`config.mk`:
```
export PLATFORM = sky130hd
export DESIGN_NAME = alarm_timer_unit_flat
export DESIGN_NICKNAME = d
export VERILOG_FILES = /design/src/rtl/alarm_timer_unit_pkg.sv /design/src/rtl/alarm_timer_unit_if.sv /design/src/rtl/expiry_counter.sv /design/src/rtl/alarm_timer_unit.sv /design/src/flat_wrapper.sv
export SDC_FILE = /design/constraint.sdc
export NUM_CORES = 1
export LEC_CHECK = 0
export ABC_CLOCK_PERIOD_IN_PS = 1400
export BUFFER_PORTS_ARGS = -buffer_cell sky130_fd_sc_hd__buf_2
export CAP_MARGIN = 25
export CORE_AREA = 5 5 46 88
export DETAILED_ROUTE_END_ITERATION = 16
export DIE_AREA = 0 0 51 93
export GPL_TIMING_DRIVEN = 0
export PLACE_DENSITY = 0.72
export SKIP_LAST_GASP = 1
export SYNTH_ARGS = -nofsm -noshare
export SYNTH_HDL_FRONTEND = slang
export SYNTH_HIERARCHICAL = 1
export SYNTH_SLANG_ARGS = --single-unit
```
`constraint.sdc`:
```
create_clock -name Clk -period 1.4 [get_ports Clk]
set_input_delay 0 -clock Clk [delete_from_list [all_inputs] [get_ports Clk]]
set_output_delay 0 -clock Clk [all_outputs]
set_load 0.005 [all_outputs]
```
`src/rtl/alarm_timer_unit_pkg.sv`:
```
// Shared definitions for the alarm timer datapath: default intervals, BCD time
// types and the alarm-match compare used by the status logic.
package alarm_timer_unit_pkg;

    localparam int BCD_W           = 8;
    localparam int DEF_SOUND_SECS  = 60;
    localparam int DEF_SNOOZE_SECS = 300;
    localparam int DEF_CNT_W       = 9;

    typedef logic [BCD_W-1:0] bcd_t;

    localparam bcd_t BCD_ZERO = '0;

    typedef struct packed {
        bcd_t hh;
        bcd_t mm;
        bcd_t ss;
    } bcd_time_t;

    // Raw BCD equality; the alarm fires only at second zero of the matching minute.
    function automatic logic time_match(input bcd_time_t cur, input bcd_t alm_hh,
                                        input bcd_t alm_mm);
        return (cur.hh == alm_hh) && (cur.mm == alm_mm) && (cur.ss == BCD_ZERO);
    endfunction

endpackage

```
`src/rtl/alarm_timer_unit_if.sv`:
```
// Handshake between the alarm control unit (master) and this timer unit (slave):
// state outputs of the control unit in one direction, status flags in the other.
interface alarm_timer_unit_if;

    logic Sound;
    logic EN_SNZ;
    logic EN_STOP;
    logic AA;
    logic C0;
    logic CS0;

    modport master (
        output Sound, EN_SNZ, EN_STOP,
        input  AA, C0, CS0
    );

    modport slave (
        input  Sound, EN_SNZ, EN_STOP,
        output AA, C0, CS0
    );

endinterface

```
`src/rtl/expiry_counter.sv`:
```
// Saturating 1 Hz down-counter: loads LOAD_VAL when Run rises, counts Ticks while
// Run and Qual are high, and flags Done once it has reached zero.
module expiry_counter #(
    parameter int LOAD_VAL = 60,
    parameter int CNT_W    = 9
) (
    input  logic Clk,
    input  logic Reset,
    input  logic Tick,
    input  logic Run,
    input  logic Qual,
    output logic Done
);

    localparam logic [CNT_W-1:0] LOAD = CNT_W'(LOAD_VAL);
    localparam logic [CNT_W-1:0] ONE  = CNT_W'(1);

    logic [CNT_W-1:0] cnt;
    logic             act;
    logic             idle_q;

    // idle_q means "Run was seen low on the previous edge". Reset clears it, so a
    // Run level held through reset does not reload until it falls and rises again.
    // NOTE: state registers use non-blocking assignments so every flop samples
    // pre-edge values regardless of statement order.
    always_ff @(posedge Clk) begin
        if (!Reset) begin
            cnt    <= '0;
            act    <= 1'b0;
            idle_q <= 1'b0;
        end else begin
            idle_q <= ~Run;
            if (!Run) begin
                cnt <= '0;
                act <= 1'b0;
            end else if (idle_q) begin
                cnt <= LOAD;
                act <= 1'b1;
            end else if (act && Qual && Tick && (cnt != '0)) begin
                cnt <= cnt - ONE;
            end
        end
    end

    assign Done = act && (cnt == '0);

endmodule

```
`src/rtl/alarm_timer_unit.sv`:
```
// Status side of the alarm controller: alarm-time match pulse (AA) plus the ring
// (C0) and snooze (CS0) expiry counters driven by the control unit's state outputs.
module alarm_timer_unit
    import alarm_timer_unit_pkg::*;
#(
    parameter int SOUND_SECS  = DEF_SOUND_SECS,
    parameter int SNOOZE_SECS = DEF_SNOOZE_SECS,
    parameter int CNT_W       = DEF_CNT_W
) (
    input  logic Clk,
    input  logic Reset,
    input  logic Tick,
    input  bcd_t Cur_HH,
    input  bcd_t Cur_MM,
    input  bcd_t Cur_SS,
    input  bcd_t Alm_HH,
    input  bcd_t Alm_MM,
    input  logic Alarm_On,
    alarm_timer_unit_if.slave hs
);

    bcd_time_t cur;
    logic      match;
    logic      match_q;
    logic      aa_q;

    assign cur   = '{hh: Cur_HH, mm: Cur_MM, ss: Cur_SS};
    assign match = Alarm_On && time_match(cur, Alm_HH, Alm_MM);

    // Registered rising-edge detect: one AA pulse per matching second.
    always_ff @(posedge Clk) begin
        if (!Reset) begin
            match_q <= 1'b0;
            aa_q    <= 1'b0;
        end else begin
            match_q <= match;
            aa_q    <= match && !match_q;
        end
    end

    assign hs.AA = aa_q;

    expiry_counter #(
        .LOAD_VAL (SOUND_SECS),
        .CNT_W    (CNT_W)
    ) u_ring (
        .Clk   (Clk),
        .Reset (Reset),
        .Tick  (Tick),
        .Run   (hs.Sound),
        .Qual  (hs.EN_STOP),
        .Done  (hs.C0)
    );

    expiry_counter #(
        .LOAD_VAL (SNOOZE_SECS),
        .CNT_W    (CNT_W)
    ) u_snooze (
        .Clk   (Clk),
        .Reset (Reset),
        .Tick  (Tick),
        .Run   (hs.EN_SNZ),
        .Qual  (1'b1),
        .Done  (hs.CS0)
    );

endmodule

```
`src/flat_wrapper.sv`:
```
// flat-port wrapper written by rule: the top's interface ports become plain ports
module alarm_timer_unit_flat import alarm_timer_unit_pkg::*;
#(
    parameter int SOUND_SECS  = DEF_SOUND_SECS,
    parameter int SNOOZE_SECS = DEF_SNOOZE_SECS,
    parameter int CNT_W       = DEF_CNT_W
)
  (Clk, Reset, Tick, Cur_HH, Cur_MM, Cur_SS, Alm_HH, Alm_MM, Alarm_On, hs_Sound, hs_EN_SNZ, hs_EN_STOP, hs_AA, hs_C0, hs_CS0);
  alarm_timer_unit_if hs_i ();
  input  logic Clk;
  input  logic Reset;
  input  logic Tick;
  input  bcd_t Cur_HH;
  input  bcd_t Cur_MM;
  input  bcd_t Cur_SS;
  input  bcd_t Alm_HH;
  input  bcd_t Alm_MM;
  input  logic Alarm_On;
  input wire logic [$bits(hs_i.Sound)-1:0] hs_Sound;
  input wire logic [$bits(hs_i.EN_SNZ)-1:0] hs_EN_SNZ;
  input wire logic [$bits(hs_i.EN_STOP)-1:0] hs_EN_STOP;
  output wire logic [$bits(hs_i.AA)-1:0] hs_AA;
  output wire logic [$bits(hs_i.C0)-1:0] hs_C0;
  output wire logic [$bits(hs_i.CS0)-1:0] hs_CS0;
  assign hs_i.Sound = hs_Sound;
  assign hs_i.EN_SNZ = hs_EN_SNZ;
  assign hs_i.EN_STOP = hs_EN_STOP;
  assign hs_AA = hs_i.AA;
  assign hs_C0 = hs_i.C0;
  assign hs_CS0 = hs_i.CS0;
  alarm_timer_unit #(.SOUND_SECS(SOUND_SECS), .SNOOZE_SECS(SNOOZE_SECS), .CNT_W(CNT_W)) u_core (.Clk(Clk), .Reset(Reset), .Tick(Tick), .Cur_HH(Cur_HH), .Cur_MM(Cur_MM), .Cur_SS(Cur_SS), .Alm_HH(Alm_HH), .Alm_MM(Alm_MM), .Alarm_On(Alarm_On), .hs(hs_i));
endmodule
```
Word-level counts from Yosys, hierarchy flattened. Cells that the tools add are included.

Logic and storage cells: 44. Register bits: 24.

Mux-type cells: 4. Equal/unequal tests: 2. Add/subtract/negate cells: 2. Reductions and logical operators: 23. Bitwise logic cells: 3.

Operators with widths (number): 9-bit zero test (2); 9-bit two-way mux (2); 9-bit nonzero test (2); 9-bit by 1-bit subtractor with 9-bit output (second input constant) (2); 8-bit == test (2); 6-bit two-way mux (2); 1-bit logical AND (11); 8-bit zero test (1); 3-bit OR reduction (2); 2-bit AND reduction (2); 2-bit nonzero test (2); 1-bit NOT (3); 1-bit zero test (1).

Depth between registers and ports, before layout.
Depth in word-level cells: 5. Gate-level depth with buffers: 6. Depth with buffers taken out: 6.

Cells and area by module. The synthesis kept the hierarchy.

Modules (own cells, without submodules): expiry_counter (u_core.u_snooze) (instances 1, area each 564.3 um^2, cells each 58); expiry_counter (u_core.u_ring) (instances 1, area each 550.5 um^2, cells each 62); alarm_timer_unit (instances 1, area each 269.0 um^2, cells each 30).

Worst setup path after synthesis. Ideal clock, no wire load.

Kind: register -> register. From: reg u_core.u_snooze.cnt[0]. To: reg u_core.u_snooze.cnt[7]. Arrival: 1.414 ns. Required time: 1.284 ns. Buffers on the path: 0. Slack: -0.130 ns. Stages on the path, launching flop included: 7. Cells stage by stage: dfxtp_1 > inv_1 > ha_1 > nor4b_4 > a21oi_2 > a311oi_2 > a41o_1.

Word-level cells in the longest chain between the ends: 2. Elaborated cells between the ends (all ways): 3. Those cells by class: add/sub: 1; reduce/logical: 2.

Ends and longest elaborated chain: start: declaration (RTL line expiry_counter.sv:18) `logic [CNT_W-1:0] cnt;`; start signal: assignment (RTL line expiry_counter.sv:40) `cnt <= cnt - ONE;`; branches (longest 2 deep; another with 9-bit by 1-bit subtractor with 9-bit output).

Several ways; the timed one is not identified. A chain may end at the register's enable or synchronous reset.

Worst setup path in the final report.
From: reg u_core.u_snooze.cnt[0]. To: reg u_core.u_snooze.cnt[3].

Word-level cells in the longest chain between the ends: 3. Elaborated cells between the ends (all ways): 6. Those cells by class: add/sub: 1; mux: 2; reduce/logical: 3.

Ends and longest elaborated chain: 9-bit by 1-bit subtractor with 9-bit output or 9-bit nonzero test (tied branches) (RTL line expiry_counter.sv:40, expiry_counter.sv:39); 9-bit two-way mux or 1-bit logical AND (tied branches) (RTL line expiry_counter.sv:39) `end else if (act && Qual && Tick && (cnt != '0)) begin`; 9-bit two-way mux or 2-bit nonzero test (tied branches).

Several ways; a longest one is shown, not always the timed one. The select of a mux whose other input is x is not followed.

==> impl_metrics.ini <==
[cells_and_area]
n_antenna_cell = 0
num-fill-cells = 284
drive_gt1_share_pct = 52.42
layout.nets = 278
area_growth_pct = 48.55

[cts]
cts-root-buf = clkbuf_8
clk_latency_ns = 0.27
cts_max_level = 1
clk_pin_slew_ns = 0.08
cts-buffers-inserted = 3
cts.sinks = 24
cts_tree = built
cts_buffer_depth = 2

[sta]
post-route-period-util_pct = 110.8
fin_crit_ns = 1.552
tightest_slew_ns = 0.5204
finalHoldViolCount = 0
clock.fmax_mhz = 644.4
setup_viol = 14
slew_headroom_pct = 65.21
setup_slack_ns = -0.1518
rsz0062_at_grt = true
slew_violations = 0
fin_skew_ns = 0.003564
holdWs_ns = 0.02144

[worst_hold_path]
hold_end = u_core/u_ring/idle_q$_SDFF_PN0_
hp-start = Reset
hold_depth = 2
hold_path_class = in2reg

[grt]
antenna_found_initial = 0
grt_use_met3_pct = 3.349
globalRoute.busiestLayer = met2
grt_first_pass_wirelength_um = 6065
track_usage_pct = 16.61
gr-total-overflow = 0
grtUsageMet2_pct = 31.25
grt_pass1_vias = 1444
grt_max_degree = 13
grtUsageMet1_pct = 16.92

[worst_setup_path]
required_ns = 1.56
path_max_fanout = 5
worstRegToRegCells = 7
critPathKind = reg2reg
ff2ff_setup_slack_ns = -0.15
end_kind = flip-flop
critPathLaunchType = flip-flop
reg2reg_to = u_core/u_snooze/cnt[3]$_SDFFE_PN0P_
timing.rr.start = u_core/u_snooze/cnt[0]$_SDFFE_PP0P_
crit_arrival_ns = 1.71

[power_and_ir_drop]
powerDensity_mw_per_mm2 = 678.8
cellLeakagePower_nw = 0.8248
vdd_ir_drop_max_mv = 0.5671

[floorplan]
initial_core_util_pct = 41.42
ios = 50
die_w_um = 51
core_area_mm2 = 0.003341
die_area_mm2 = 0.004743
rows = 30
die_y_um = 93

[run_status]
status = finished, violations left
violations = setup timing

[routing]
routedWlPerCell_um = 14.18
drtIter0Drc = 18
ant_nets = 0
drc_errors = 0
dr.pass1.iters = 4
via_per_inst = 5.517
wirelength_um = 3673
vias = 1429

[placed_design]
hpwl_um = 2613
io_buffers = 49
pre_cts_slack_ns = -0.1383
routabilityCongestion = 0.7408

[synthesis]
synth_top_area_cell = dfxtp_1
syn_area_mm2 = 0.001384
asyncSetResetFlopFracSynth_pct = 0
synth_flop_cell = dfxtp_1
ys_seq_area_share_pct = 34.72
synth_cell_types = 40
synth_top_area_share_pct = 34.72
synthCells = 150
ys_warn_count = 6
syn_area_per_cell_um2 = 9.226
synth-seq-cells = 24
synth-edff-count = 0
synth_area_leaders = dfxtp_1 35%, xnor2_1 10%, a21oi_1 4.7%

[run]
maxCapViolCount = 0
## how the worst max path moves through the flow
| stage | startpoint | endpoint | slack [ns] | cells after the start |
|---|---|---|---|---|
| after floorplan | u_core/u_snooze/cnt[1]$_SDFFE_PP0P_ | u_core/u_snooze/cnt[3]$_SDFFE_PN0P_ | -0.002 | 6 |
| after global placement | u_core/u_snooze/cnt[1]$_SDFFE_PP0P_ | u_core/u_snooze/cnt[3]$_SDFFE_PN0P_ | -0.12 | 6 |
| after detailed placement | u_core/u_snooze/cnt[5]$_SDFFE_PN0P_ | u_core/u_snooze/cnt[3]$_SDFFE_PN0P_ | -0.14 | 4 |
| after CTS | u_core/u_snooze/cnt[0]$_SDFFE_PP0P_ | hs_CS0 | -0.15 | 6 |
| after global routing | u_core/u_snooze/cnt[0]$_SDFFE_PP0P_ | hs_CS0 | -0.25 | 6 |
| final | u_core/u_snooze/cnt[0]$_SDFFE_PP0P_ | u_core/u_snooze/cnt[3]$_SDFFE_PN0P_ | -0.15 | 7 |
## flip-flops by register name, summed over array words and instances, names as in the netlist
name	count
u_core/u_snooze/act	1
u_core/u_ring/cnt	9
u_core/u_snooze/idle_q	1
u_core/u_ring/idle_q	1
u_core/u_ring/act	1
u_core/hs.AA	1
u_core/u_snooze/cnt	9
u_core/match_q	1
## kinds of logic after synthesis
| group | Yosys count | synth area share, % |
|---|---|---|
| and+or+nand+nor | 63 | 32.64 |
| other | 1 | 0.2710 |
| xor gates and xnor gates | 20 | 12.66 |
| buffers and inverters | 9 | 2.441 |
| AOI/OAI and AO/OA | 31 | 15.46 |
| adders and majority gates | 2 | 1.808 |
| DFF | 24 | 34.72 |
## area by class of cell
type | count | area, um2 | share of cell area [%]
clock buffers | 3 | 41.29 | 2.009
inverters | 9 | 36.28 | 1.765
multi-input cells | 119 | 1011 | 49.18
flip-flops and latches | 24 | 496.7 | 24.16
well taps | 32 | 40.04 | 1.948
repair buffers | 72 | 430.4 | 20.94
## power breakdown
| group | internal [mW] | switching, mW |
|---|---|---|
| logic | 0.145 | 0.119 |
| registers | 0.693 | 0.0228 |
| clock network | 0.193 | 0.224 |
## through the flow
step                power, mW  cells  area [um2]  setup TNS (ns)  utilization, %
floorplan              0.8502    151        1438       -0.003527               -
global placement       0.9484    232        1723         -0.8220           51.57
detailed placement     0.9522    232        1723         -0.9931           51.57
CTS                     1.394    254        1978         -0.8357           59.21
global route            1.457    259        2056          -2.406           61.54
finish                  1.395    259        2056          -1.041           61.54
## routing by layer
layer | vias to the layer above | share of wire, %
li1 | 703 | -
met1 | 663 | 37
met2 | 57 | 54
met3 | 6 | 7.0
met4 | 0 | 1.6
met5 | - | 0
## cells in the final DEF, fill, tap and decap left out, types with 4 or more instances in the layout
cell type	synthesis	routed
nor2_1	17	16
a21oi_1	13	11
dfxtp_1	24	15
buf_4	0	19
buf_2	0	49
nand2_1	4	4
nand3_1	6	4
o21ai_0	4	4
xnor2_1	16	15
dfxtp_2	0	7
inv_1	9	5
xor2_1	4	4
nand4_1	5	5
## timing repair
item                       in CTS  in global routing
setup buffers                  16                  5
gates cloned                    1                  0
resized for setup              19                 10
hold endpoints to repair        2                  0
hold buffers                    2                  0
setup endpoints to repair      17                 18
pin swaps                      23                 22
## synth_stat cells, types with 2 or more instances
cell	instances
nand4_1	5
inv_1	9
a211oi_1	4
and4_1	2
nor2_1	17
or3_1	4
nor3_2	5
xnor2_1	16
nand3_1	6
a21oi_1	13
nor4b_2	4
o21ai_0	4
nor4_1	2
xor2_1	4
nand2_1	4
nor3_1	2
nor2b_1	2
ha_1	2
dfxtp_1	24
## critical path, cell delays in order (launching register included)
cell	delay, ns
dfxtp_4	0.36
inv_4	0.05
ha_4	0.13
nor4b_4	0.27
buf_4	0.21
a21oi_4	0.08
a211oi_1	0.26
nor3_2	0.08
Power figures use the tool's default switching activity.
